--- config.mk ---
export PLATFORM = sky130hd
export DESIGN_NAME = vga_timing_controller_flat
export DESIGN_NICKNAME = d
export VERILOG_FILES = /design/src/rtl/vga_timing_pkg.sv /design/src/rtl/vga_timing_controller_if.sv /design/src/rtl/vga_wrap_counter.sv /design/src/rtl/vga_timing_controller.sv /design/src/flat_wrapper.sv
export SDC_FILE = /design/constraint.sdc
export NUM_CORES = 1
export LEC_CHECK = 0
export ABC_AREA = 0
export ABC_CLOCK_PERIOD_IN_PS = 2050
export BUFFER_PORTS_ARGS = -buffer_cell sky130_fd_sc_hd__buf_2
export CORE_MARGIN = 2
export CORE_UTILIZATION = 49
export DETAILED_ROUTE_END_ITERATION = 10
export PLACE_DENSITY_LB_ADDON = 0.1
export SLEW_MARGIN = 20
export SYNTH_ARGS = -nofsm -noshare
export SYNTH_HDL_FRONTEND = slang
export SYNTH_SLANG_ARGS = --single-unit
--- constraint.sdc ---
create_clock -name control_clock -period 2.05 [get_ports control_clock]
set_input_delay 0.1025 -clock control_clock [delete_from_list [all_inputs] [get_ports control_clock]]
set_output_delay 0.1025 -clock control_clock [all_outputs]
set_load 0.005 [all_outputs]
--- src/rtl/vga_timing_pkg.sv ---
// Shared timing constants for the VGA timing controller (1024x768 default frame).
package vga_timing_pkg;

    localparam int unsigned COUNTER_WIDTH = 11;
    localparam int unsigned COUNT_ZERO    = 0;
    localparam int unsigned H_ACTIVE      = 1024;
    localparam int unsigned V_ACTIVE      = 768;
    localparam int unsigned H_TOTAL       = 1368;
    localparam int unsigned V_TOTAL       = 806;

    // Last value a counter reaches before wrapping.
    function automatic int unsigned last_count(input int unsigned total);
        return total - 1;
    endfunction

endpackage

--- src/rtl/vga_timing_controller_if.sv ---
// Video timing bundle from the timing controller to the downstream pixel source.
interface vga_timing_controller_if #(
    parameter int unsigned COUNTER_SIZE = 11
);
    logic                    h_sync;
    logic                    v_sync;
    logic [COUNTER_SIZE-1:0] h_count;
    logic [COUNTER_SIZE-1:0] v_count;
    logic                    display_enable;
    logic                    frame_start;

    modport master (
        output h_sync, v_sync, h_count, v_count, display_enable, frame_start
    );

    modport slave (
        input h_sync, v_sync, h_count, v_count, display_enable, frame_start
    );
endinterface

--- src/rtl/vga_wrap_counter.sv ---
// Enabled up-counter that wraps to START after wrap_value; exposes next state and wrap pulse.
module vga_wrap_counter
    import vga_timing_pkg::*;
#(
    parameter int unsigned WIDTH = COUNTER_WIDTH,
    parameter int unsigned START = COUNT_ZERO
) (
    input  logic             clk,
    input  logic             rst_n,
    input  logic             en,
    input  logic [WIDTH-1:0] wrap_value,
    output logic [WIDTH-1:0] count,
    output logic [WIDTH-1:0] count_next,
    output logic             wrap
);

    localparam logic [WIDTH-1:0] START_C = WIDTH'(START);

    always_comb begin
        wrap       = en && (count == wrap_value);
        count_next = count;
        if (en) begin
            count_next = wrap ? START_C : count + WIDTH'(1);
        end
    end

    always_ff @(posedge clk or negedge rst_n) begin
        if (!rst_n) begin
            count <= START_C;
        end else begin
            count <= count_next;
        end
    end

endmodule

--- src/rtl/vga_timing_controller.sv ---
// Free-running VGA timing generator: pixel/line counters plus registered sync decode.
// Define VGA_SYNC_ACTIVE_LOW_EN for sync pins that are low in the active region.
module vga_timing_controller
    import vga_timing_pkg::*;
#(
    parameter int unsigned ZERO                   = COUNT_ZERO,
    parameter int unsigned THRESHOLD_HSYNC        = H_ACTIVE,
    parameter int unsigned THRESHOLD_VSYNC        = V_ACTIVE,
    parameter int unsigned WHOLE_FRAME_VERTICAL   = H_TOTAL,
    parameter int unsigned WHOLE_FRAME_HORIZONTAL = V_TOTAL,
    parameter int unsigned COUNTER_SIZE           = COUNTER_WIDTH
) (
    input  logic                     control_clock,
    input  logic                     control_reset_n,
    vga_timing_controller_if.master  video
);

    typedef logic [COUNTER_SIZE-1:0] count_t;

    localparam count_t ZERO_C = count_t'(ZERO);
    localparam count_t H_TH   = count_t'(THRESHOLD_HSYNC);
    localparam count_t V_TH   = count_t'(THRESHOLD_VSYNC);
    localparam count_t H_LAST = count_t'(last_count(WHOLE_FRAME_VERTICAL));
    localparam count_t V_LAST = count_t'(last_count(WHOLE_FRAME_HORIZONTAL));

`ifdef VGA_SYNC_ACTIVE_LOW_EN
    localparam logic SYNC_INVERT = 1'b1;
`else
    localparam logic SYNC_INVERT = 1'b0;
`endif

    count_t h_count;
    count_t h_next;
    count_t v_count;
    count_t v_next;
    logic   h_wrap;
    logic   v_wrap;
    logic   h_sync_q;
    logic   v_sync_q;
    logic   display_enable_q;
    logic   frame_start_q;
    logic   h_active;
    logic   v_active;

    vga_wrap_counter #(
        .WIDTH (COUNTER_SIZE),
        .START (ZERO)
    ) h_counter (
        .clk        (control_clock),
        .rst_n      (control_reset_n),
        .en         (1'b1),
        .wrap_value (H_LAST),
        .count      (h_count),
        .count_next (h_next),
        .wrap       (h_wrap)
    );

    vga_wrap_counter #(
        .WIDTH (COUNTER_SIZE),
        .START (ZERO)
    ) v_counter (
        .clk        (control_clock),
        .rst_n      (control_reset_n),
        .en         (h_wrap),
        .wrap_value (V_LAST),
        .count      (v_count),
        .count_next (v_next),
        .wrap       (v_wrap)
    );

    // Decoding from next-state counts keeps outputs registered yet aligned with the counters.
    always_comb begin
        h_active = (h_next < H_TH);
        v_active = (v_next < V_TH);
    end

    always_ff @(posedge control_clock or negedge control_reset_n) begin
        if (!control_reset_n) begin
            h_sync_q         <= 1'b1 ^ SYNC_INVERT;
            v_sync_q         <= 1'b1 ^ SYNC_INVERT;
            display_enable_q <= 1'b1;
            frame_start_q    <= 1'b1;
        end else begin
            h_sync_q         <= h_active ^ SYNC_INVERT;
            v_sync_q         <= v_active ^ SYNC_INVERT;
            display_enable_q <= h_active && v_active;
            frame_start_q    <= (h_next == ZERO_C) && (v_next == ZERO_C);
        end
    end

    always_comb begin
        video.h_sync         = h_sync_q;
        video.v_sync         = v_sync_q;
        video.h_count        = h_count;
        video.v_count        = v_count;
        video.display_enable = display_enable_q;
        video.frame_start    = frame_start_q;
    end

    logic unused_v_wrap;
    assign unused_v_wrap = v_wrap;

endmodule

--- src/flat_wrapper.sv ---
// flat-port wrapper written by rule: the top's interface ports become plain ports
module vga_timing_controller_flat import vga_timing_pkg::*;
#(
    parameter int unsigned ZERO                   = COUNT_ZERO,
    parameter int unsigned THRESHOLD_HSYNC        = H_ACTIVE,
    parameter int unsigned THRESHOLD_VSYNC        = V_ACTIVE,
    parameter int unsigned WHOLE_FRAME_VERTICAL   = H_TOTAL,
    parameter int unsigned WHOLE_FRAME_HORIZONTAL = V_TOTAL,
    parameter int unsigned COUNTER_SIZE           = COUNTER_WIDTH
)
  (control_clock, control_reset_n, video_h_sync, video_v_sync, video_h_count, video_v_count, video_display_enable, video_frame_start);
  vga_timing_controller_if #(.COUNTER_SIZE(COUNTER_SIZE)) video_i ();
  input  logic control_clock;
  input  logic control_reset_n;
  output wire logic [$bits(video_i.h_sync)-1:0] video_h_sync;
  output wire logic [$bits(video_i.v_sync)-1:0] video_v_sync;
  output wire logic [$bits(video_i.h_count)-1:0] video_h_count;
  output wire logic [$bits(video_i.v_count)-1:0] video_v_count;
  output wire logic [$bits(video_i.display_enable)-1:0] video_display_enable;
  output wire logic [$bits(video_i.frame_start)-1:0] video_frame_start;
  assign video_h_sync = video_i.h_sync;
  assign video_v_sync = video_i.v_sync;
  assign video_h_count = video_i.h_count;
  assign video_v_count = video_i.v_count;
  assign video_display_enable = video_i.display_enable;
  assign video_frame_start = video_i.frame_start;
  vga_timing_controller #(.ZERO(ZERO), .THRESHOLD_HSYNC(THRESHOLD_HSYNC), .THRESHOLD_VSYNC(THRESHOLD_VSYNC), .WHOLE_FRAME_VERTICAL(WHOLE_FRAME_VERTICAL), .WHOLE_FRAME_HORIZONTAL(WHOLE_FRAME_HORIZONTAL), .COUNTER_SIZE(COUNTER_SIZE)) u_core (.control_clock(control_clock), .control_reset_n(control_reset_n), .video(video_i));
endmodule
==> results.yml, run 1 <==
run_status:
  run_status: "finished with violations"
  violations: "setup timing"
sta:
  clock_skew_ns: 0.004838
  worst_slack_ns: -0.1858
  period_minus_ws_final_ns: 2.236
  fmax_mhz: 447.3
  setup-tns-final_ns: -0.2031
  hold-worst-slack_ns: 0.2979
  slew_violations: 0
  setup_viol_count_final: 3
  number_of_endpoints_with_negative_hold_slack_in_the_final_report: 0
  tightestPinTransition_ns: 0.5889
  timing.max_slew.rel_slack_pct: 60.74
  timing.final.crit_share_pct: 109.1
  rsz0062_at_grt: "yes"
cts:
  cts.htree.levels: 1
  cts-root-buf: "clkbuf_4"
  clkLatencyLatePin_ns: 0.32
  tritoncts_buffers: 3
  numClockSinks: 26
  tritoncts: "yes"
  clk_path_buf_depth: 2
  clock_slew_at_the_register_clock_pins_of_the_worst_setup_and_hold_paths_ns: 0.14
worst_setup_path:
  critical_path.endpoint: "u_core.video.frame_start$_DFF_PN1_"
  regToRegEndpoint: "u_core.video.frame_start$_DFF_PN1_"
  crit_type: "reg2reg"
  worst-r2r-cell-count: 8
  critPathCaptureType: "flip-flop"
  worst-endpoint-required_ns: 2.28
  rrSetupSlack_ns: -0.19
  critPathLaunch: "u_core.v_counter.count[1]$_DFF_PN0_"
  critical_path_peak_fanout: 2
  cp-start-kind: "flip-flop"
  critPathArrivalTime_ns: 2.46
  worst_r2r_startpoint: "u_core.v_counter.count[1]$_DFF_PN0_"
job:
  max_cap_viol_count: 0
global_routing:
  via_count_of_the_first_global_routing_pass: 1414
  global_route.usage.total_pct: 24.98
  overflow: 0
  initial_antenna_violation_count: 0
  grt_pass1_wl_um: 6720
  grt_max_degree: 27
place:
  hpwl_um: 3121
  gpl.final_weighted_congestion: 0.8424
  io_buffers: 27
  pre_cts_slack_ns: -0.1595
  dp.cells: 245
yosys:
  share_of_flip_flops_with_an_asynchronous_set_or_reset_after_synthesis_pct: 100.0
  count_of_flip_flops_with_a_built_in_enable_after_synthesis: 0
  netlist_area_before_placement_um2: 1528
  netlist_instances: 159
  ys_seq_area_share_pct: 42.92
  postSynthAreaPerCell_um2: 9.608
  postSynth.topFlopCell: "dfrtp_1"
  yosys.cell_types.count: 49
  synth_seq_cells: 26
  post-synth-top-area-cell: "dfrtp_1"
  synth-warning-count: 0
  synth_top_cells_by_area: "dfrtp_1, dfstp_2, xnor2_1"
  mappedNetlistNets: 164
  synth.top_cell.area_share_pct: 36.04
pwr:
  p_per_area_nw_per_um2: 392.7
  vdd_drop_max_v: 0.0003570
  static-leakage-power_uw: 0.0009431
drt:
  route.detailed.drc: 0
  finalWirelength_um: 4143
  drt_iter0_markers: 57
  wl_per_cell_um: 16.51
  firstDrtPassIters: 4
  overall_via_count_from_detail_route: 1475
  vias_per_instance: 5.876
  drt.antenna.violating_nets: 0
floorplan:
  ioPinCount: 28
  core_um2: 3003
  starting_density_of_the_core_pct: 50.87
  die_area_um2: 3580
  core.rowCount: 20
  dieWidth_um: 59.84
  die_h_um: 59.84
cells_and_area:
  antenna_cells: 0
  post_route_cells_drive_above_1_share_pct: 41.28
  area_growth_pct: 30.96
  layout_common_cells: "buf_4, buf_2, dfrtp_1"
  mostFrequentLayoutCell: "buf_4"
  num-nets-final: 224
  fin_cells: 251
  final.fill_count: 249
min_path:
  hold_class: "in2async"
power breakdown:
| group | switching, uW | leakage (uW) | total, uW | internal, uW |
|---|---|---|---|---|
| Clock | 152 | 0.0000210 | 261 | 109 |
| Sequential | 0 | 0.000335 | 513 | 513 |
| Combinational | 9.89 | 0.000587 | 11.8 | 1.91 |
| Total | 162 | 0.000943 | 786 | 624 |
layout make-up:
type	count	area (um2)	share of cell area, %
Multi-Input combinational cell	121	840.8	42.03
Tap cell	33	41.29	2.064
Timing Repair Buffer	63	411.6	20.58
Clock buffer	4	36.28	1.814
Inverter	4	15.01	0.7505
Sequential cell	26	655.6	32.77
critical path, stage by stage (launching register included):
cell	delay, ns
dfrtp_1	0.42
inv_2	0.08
ha_4	0.11
or4b_4	0.45
or4_4	0.44
a21oi_2	0.16
o21ai_2	0.07
or2_0	0.20
a2111oi_2	0.22
per-stage QoR:
step	power, uW	area [um2]	util [%]
floorplan	522.8	1535	-
global placement	533.5	1907	63.50
detailed placement	533.7	1907	63.50
CTS	792.9	1976	65.79
global route	812.9	2001	66.63
finish	785.7	2001	66.63
per-layer routing:
layer / global-route usage, % / wire length (um) / up-vias
met4: 6.667 / 29 / 0
met5: 0 / 0 / -
met2: 40.84 / 2002 / 39
met1: 34.74 / 1919 / 724
met3: 3.247 / 192 / 4
li1: - / - / 708
sequential cells by signal (all words and copies together) (netlist names):
| name | cells |
|---|---|
| u_core.video.v_sync | 1 |
| u_core.h_counter.count | 11 |
| u_core.video.display_enable | 1 |
| u_core.video.frame_start | 1 |
| u_core.video.h_sync | 1 |
| u_core.v_counter.count | 11 |
synthesized netlist by cell type (all sizes together) (2+ instances only):
cell type / instances
or3b: 2
xor2: 5
nor4: 2
or4: 2
xnor2: 6
nand3: 9
a22oi: 3
nor3: 4
and4: 4
and3: 7
nand4: 6
clkbuf: 7
nand2: 13
or3: 2
nor3b: 2
inv: 4
a31oi: 2
and2: 4
dfrtp: 22
nor2: 9
or2: 2
dfstp: 4
a21oi: 7
ha: 3
o31ai: 2
o21ai: 11
o22ai: 3
logic make-up (layout without fill, tap and decap cells):
kind of cell               after synthesis  after routing  share of synthesized area [%]
AOI/OAI and AO/OA                       34             34                          14.58
xor gates and xnor gates                11             11                          6.306
adders and majority gates                3              3                          2.457
buffers and inverters                   12             71                          4.831
DFF                                     26             26                          42.92
and+or+nand+nor                         73             73                          28.91
how the worst min path moves through the flow:
stage                          from                                  end  slack [ns]  depth (start not counted)
floorplan           control_reset_n  u_core.h_counter.count[0]$_DFF_PN0_       -0.19                          0
global placement    control_reset_n  u_core.h_counter.count[7]$_DFF_PN0_        0.13                          1
detailed placement  control_reset_n  u_core.h_counter.count[8]$_DFF_PN0_        0.13                          1
CTS                 control_reset_n  u_core.h_counter.count[8]$_DFF_PN0_        0.31                          2
global route        control_reset_n  u_core.v_counter.count[6]$_DFF_PN0_        0.34                          2
finish              control_reset_n  u_core.v_counter.count[6]$_DFF_PN0_        0.30                          2
repair_timing:
item | in CTS | in global routing
hold buffers | 1 | 0
resized for setup | 3 | 10
setup buffers | 1 | 1
cloned | 0 | 0
setup endpoints to repair | 3 | 6
pin swaps | 2 | 2
hold endpoints to repair | 22 | 0
(Power assumes the default switching activity.)
==> run 2: changes to the inputs <==
--- a/config.mk
+++ b/config.mk
@@ -8,8 +8,10 @@
 export ABC_AREA = 0
 export ABC_CLOCK_PERIOD_IN_PS = 2050
 export BUFFER_PORTS_ARGS = -buffer_cell sky130_fd_sc_hd__buf_2
+export CELL_PAD_IN_SITES_DETAIL_PLACEMENT = 1
+export CELL_PAD_IN_SITES_GLOBAL_PLACEMENT = 2
 export CORE_MARGIN = 2
-export CORE_UTILIZATION = 49
+export CORE_UTILIZATION = 30
 export DETAILED_ROUTE_END_ITERATION = 10
 export PLACE_DENSITY_LB_ADDON = 0.1
 export SLEW_MARGIN = 20
==> results.yml, run 2 (synthesis gave the netlist of run 1 again) <==
run_status:
  run_status: "finished with violations"
  violations: "setup timing"
place:
  io_buffers: 27
  gpl.final_weighted_congestion: 0.8074
  hpwl_um: 3828
  pre_cts_slack_ns: -0.1788
global_routing:
  initial_antenna_violation_count: 0
  grt_max_degree: 27
  global_route.usage.total_pct: 20.54
  via_count_of_the_first_global_routing_pass: 1618
  grt_pass1_wl_um: 8618
  overflow: 0
sta:
  clock_skew_ns: 0.002460
  tightestPinTransition_ns: 0.6409
  fmax_mhz: 446.9
  worst_slack_ns: -0.1876
  timing.final.crit_share_pct: 109.1
  period_minus_ws_final_ns: 2.238
  setup_viol_count_final: 3
  setup-tns-final_ns: -0.5191
  rsz0062_at_grt: "yes"
  slew_violations: 0
  timing.max_slew.rel_slack_pct: 57.28
  number_of_endpoints_with_negative_hold_slack_in_the_final_report: 0
worst_setup_path:
  critPathArrivalTime_ns: 2.43
  cp-start-kind: "flip-flop"
  worst_r2r_startpoint: "u_core.h_counter.count[3]$_DFF_PN0_"
  worst-endpoint-required_ns: 2.24
  crit_type: "reg2reg"
  rrSetupSlack_ns: -0.19
  critical_path_peak_fanout: 3
  critPathLaunch: "u_core.h_counter.count[3]$_DFF_PN0_"
  critPathCaptureType: "flip-flop"
cells_and_area:
  num-nets-final: 245
  post_route_cells_drive_above_1_share_pct: 46.03
  mostFrequentLayoutCell: "buf_4"
  postLayoutCoreUtil_pct: 46.08
  antenna_cells: 0
  largestRegisters: "u_core.h_counter.count x11, u_core.v_counter.count x11"
  layout_common_cells: "buf_4, buf_2, dfrtp_1"
  area_growth_pct: 45.29
drt:
  firstDrtPassIters: 4
  routed.top_layer: "met4"
  route.detailed.drc: 0
  finalWirelength_um: 5320
  wl_per_cell_um: 17.39
  met1Wirelength_um: 2487
  drt_iter0_markers: 90
  detailroute.wirelength.met3_um: 193
  overall_via_count_from_detail_route: 1587
  vias_per_instance: 5.186
  drt.antenna.violating_nets: 0
  wl_met2_um: 2588
cts:
  clkLatencyLatePin_ns: 0.28
  clk_path_buf_depth: 2
  cts.htree.levels: 1
  clock_slew_at_the_register_clock_pins_of_the_worst_setup_and_hold_paths_ns: 0.10
  numClockSinks: 26
  cts-root-buf: "clkbuf_8"
  tritoncts_buffers: 3
  tritoncts: "yes"
floorplan:
  dieWidth_um: 75.36
  core_um2: 4817
  core.rowCount: 25
  die_h_um: 75.36
  die_area_um2: 5679
  starting_density_of_the_core_pct: 31.71
  ioPinCount: 28
pwr:
  vdd_drop_max_v: 0.0001818
  p_per_area_nw_per_um2: 399.3
  static-leakage-power_uw: 0.001049
min_path:
  hold_class: "in2async"
job:
  max_cap_viol_count: 0
[run 2: cell types whose count changed in the layout (fill, tap and decap cells not counted), sizes merged]
cell,delta
buf,+21
[run 2: cell type report]
cell class / count / area, um2
Clock buffer: 4 / 55.05
Timing Repair Buffer: 84 / 569.3
Sequential cell: 26 / 655.6
Multi-Input combinational cell: 121 / 840.8
Inverter: 4 / 15.01
Tap cell: 67 / 83.83
Fill cell: 602 / 2597
[run 2: power breakdown]
group          total [uW]  switching (uW)  internal, uW
combinational        12.7            10.8          1.91
clock                 361             188           173
sequential            513               0           513
total                 886             199           688
[run 2: stage by stage]
step	hold slack [ns]	cells	power (uW)	area (um2)
2_1_floorplan	-0.1931	159	522.8	1535
3_3_place_gp	0.1485	289	534.3	2024
3_5_place_dp	0.1569	289	534.7	2024
4_1_cts	0.4004	308	885.5	2210
5_1_grt	0.4126	306	910.6	2220
6_report	0.3668	306	886.2	2220
[run 2: metal layers]
metal  global-route usage [%]  vias to the layer above
li1                         -                      746
met1                    28.98                      799
met2                    33.72                       37
met3                    1.984                        5
met4                    5.653                        0
met5                        0                        -
[run 2: what timing repair did]
item,in CTS,in global routing
cloned,0,0
gates resized for setup,3,7
pin swaps,2,2
buffers inserted,14,1
hold buffers,1,0
endpoints found under the setup margin,2,7
endpoints found under the hold margin,22,0
[run 2: final timing paths]
path,endpoint,depth (start not counted)
max in group asynchronous,u_core.h_counter.count[5]$_DFF_PN0_,2
min in group control_clock,u_core.h_counter.count[0]$_DFF_PN0_,2
worst min register to register,u_core.h_counter.count[0]$_DFF_PN0_,2
worst max-delay path,u_core.video.frame_start$_DFF_PN1_,6
worst max register to register,u_core.video.frame_start$_DFF_PN1_,6
worst min-delay path,u_core.h_counter.count[8]$_DFF_PN0_,2
[run 2: critical path, cell delays in order (launching register included)]
cell,delay [ns]
dfrtp_1,0.41
or3b_2,0.48
nor4_2,0.27
xor2_1,0.13
nor4b_1,0.30
nand4_1,0.18
a2111oi_2,0.36
==> run 3: changes to the inputs <==
--- a/config.mk
+++ b/config.mk
@@ -6,12 +6,12 @@
 export NUM_CORES = 1
 export LEC_CHECK = 0
 export ABC_AREA = 0
-export ABC_CLOCK_PERIOD_IN_PS = 2050
+export ABC_CLOCK_PERIOD_IN_PS = 2650
 export BUFFER_PORTS_ARGS = -buffer_cell sky130_fd_sc_hd__buf_2
 export CELL_PAD_IN_SITES_DETAIL_PLACEMENT = 1
 export CELL_PAD_IN_SITES_GLOBAL_PLACEMENT = 2
 export CORE_MARGIN = 2
-export CORE_UTILIZATION = 30
+export CORE_UTILIZATION = 36
 export DETAILED_ROUTE_END_ITERATION = 10
 export PLACE_DENSITY_LB_ADDON = 0.1
 export SLEW_MARGIN = 20
==> constraint.sdc (replaced) <==
create_clock -name control_clock -period 2.65 [get_ports control_clock]
set_input_delay 0.1325 -clock control_clock [delete_from_list [all_inputs] [get_ports control_clock]]
set_output_delay 0.1325 -clock control_clock [all_outputs]
set_load 0.005 [all_outputs]
==> results.yml, run 3 (synthesis gave the netlist of run 1 again) <==
global_routing:
  global_route.usage.total_pct: 17.85
  grt_pass1_wl_um: 6941
  initial_antenna_violation_count: 0
  via_count_of_the_first_global_routing_pass: 1339
  grt_max_degree: 27
  overflow: 0
worst_setup_path:
  critPathArrivalTime_ns: 2.55
  crit_path_max_incr_delay_ns: 0.53
  cp_top_family: "simple AND/OR/NAND/NOR gates"
  worst-r2r-cell-count: 6
  crit_type: "reg2reg"
  timing.critical_path.slowest_stage_cell: "or3b_2"
  critPathCaptureType: "flip-flop"
  critical_path.cell_chain: "or3b_2 -> nor4_1 -> xor2_1 -> nor4b_1 -> nand4_1 -> a2111oi_2"
  cp.depth: 6
  cp-start-kind: "flip-flop"
  buf_inv_on_cp: 0
  critical_path_peak_fanout: 7
  worst-endpoint-required_ns: 2.82
min_path:
  hold_class: "in2async"
floorplan:
  die_h_um: 69.15
  starting_density_of_the_core_pct: 37.92
  die_area_um2: 4781
  ioPinCount: 28
  core.rowCount: 23
  core_um2: 4029
  dieWidth_um: 69.15
cts:
  cts_post_setup_buffers_inserted: 0
  tritoncts_buffers: 3
  clkLatencyLatePin_ns: 0.27
  cts.htree.levels: 1
  tritoncts: "yes"
  clock_slew_at_the_register_clock_pins_of_the_worst_setup_and_hold_paths_ns: 0.10
  clk_path_buf_depth: 2
  numClockSinks: 26
  cts-root-buf: "clkbuf_8"
pwr:
  vdd_drop_max_v: 0.0001915
  power_frac_clock_pct: 39.2
  static-leakage-power_uw: 0.0007926
  p_per_area_nw_per_um2: 376.8
  power.share.combinational_pct: 1.4
  share_seq_of_total_power_pct: 59.4
  p_sw_uw: 136.5
  power.switching_fraction_pct: 20.45
  p_int_uw: 531.0
cells_and_area:
  post_route_cells_drive_above_1_share_pct: 28.19
  antenna_cells: 0
  mostFrequentLayoutCell: "buf_2"
  largestRegisters: "u_core.h_counter.count x11, u_core.v_counter.count x11"
  num-nets-final: 194
  area_growth_pct: 15.97
  fin_cells: 238
  layout_common_cells: "buf_2, dfrtp_1, nand2_1"
sta:
  setup_viol_count_final: 0
  slew_violations: 0
  clock_skew_ns: 0.004601
  period_minus_ws_final_ns: 2.373
  tightestPinTransition_ns: 0.6067
  timing.max_slew.rel_slack_pct: 59.55
  fmax_mhz: 421.4
  number_of_endpoints_with_negative_hold_slack_in_the_final_report: 0
  rsz0062_at_grt: "no"
  timing.final.crit_share_pct: 89.56
  setup-tns-final_ns: 0
job:
  max_cap_viol_count: 0
drt:
  firstDrtPassIters: 4
  vias_per_instance: 5.697
  wl_per_cell_um: 17.83
  drt.antenna.violating_nets: 0
  overall_via_count_from_detail_route: 1356
  finalWirelength_um: 4243
  route.detailed.drc: 0
  drt_iter0_markers: 92
place:
  hpwl_um: 3111
  dp.cells: 233
  gpl.final_weighted_congestion: 0.8059
  io_buffers: 27
run_status:
  run_status: "finished clean"
[run 3: cell count changes in the layout (fill, tap and decap cells not counted), sizes merged]
cell | before | now
buf | 83 | 32
[run 3: stage by stage]
stage	instance area, um2	power, uW	utilization, %	hold WS, ns	worst slack (ns)
5_1_grt	1772	694.8	43.98	0.4287	0.04129
3_3_place_gp	1704	413.1	42.30	0.1718	0.2406
4_1_cts	1769	677.9	43.91	0.4122	0.1826
3_5_place_dp	1704	413.2	42.30	0.1741	0.2307
2_1_floorplan	1528	404.4	-	-0.1631	0.3941
6_report	1772	667.6	43.98	0.3979	0.2767
[run 3: layout make-up]
type	instances	area [um2]
inverter	4	15.01
timing repair buffer	33	182.7
sequential	26	655.6
multi-input combinational	121	800.8
clock buffer	4	55.05
tap	50	62.56
fill	489	2257
[run 3: what timing repair did]
item / in CTS / in global routing
hold buffers: 1 / 0
endpoints found under the hold margin: 22 / 0
gates resized for setup: 0 / 1
endpoints found under the setup margin: 0 / 1
[run 3: power by group through the flow]
stage / combinational, uW / sequential [uW] / clock, uW
detailed placement: 8.91 / 404 / 0
floorplan: 0.000299 / 404 / 0
finish: 9.39 / 397 / 261
global route: 10.9 / 397 / 287
CTS: 10.0 / 397 / 271
global placement: 8.82 / 404 / 0
[run 3: path summary, 6_finish.rpt]
check	startpoint	end	slack, ns
max in group asynchronous	control_reset_n	u_core.h_counter.count[6]$_DFF_PN0_	1.85
hold / removal	control_reset_n	u_core.h_counter.count[7]$_DFF_PN0_	0.40
hold reg to reg	u_core.h_counter.count[0]$_DFF_PN0_	u_core.h_counter.count[0]$_DFF_PN0_	0.53
min in group control_clock	u_core.h_counter.count[0]$_DFF_PN0_	u_core.h_counter.count[0]$_DFF_PN0_	0.53
setup / recovery	u_core.h_counter.count[5]$_DFF_PN0_	u_core.video.frame_start$_DFF_PN1_	0.28
setup reg to reg	u_core.h_counter.count[5]$_DFF_PN0_	u_core.video.frame_start$_DFF_PN1_	0.28
[run 3: worst register-to-register path: cells and delay by family, from the launching register on]
kind            cells  cell delay [ns]
simple gates        4             1.33
flops               1             0.46
compound gates      1             0.35
xor+xnor            1             0.14
[run 3: layer usage]
metal	vias to the layer above	global-route usage, %	share of wire (%)
met5	-	0	0
met3	2	3.216	3.1
met4	0	3.486	0.40
met1	683	26.61	51
met2	23	27.14	46
li1	648	-	-
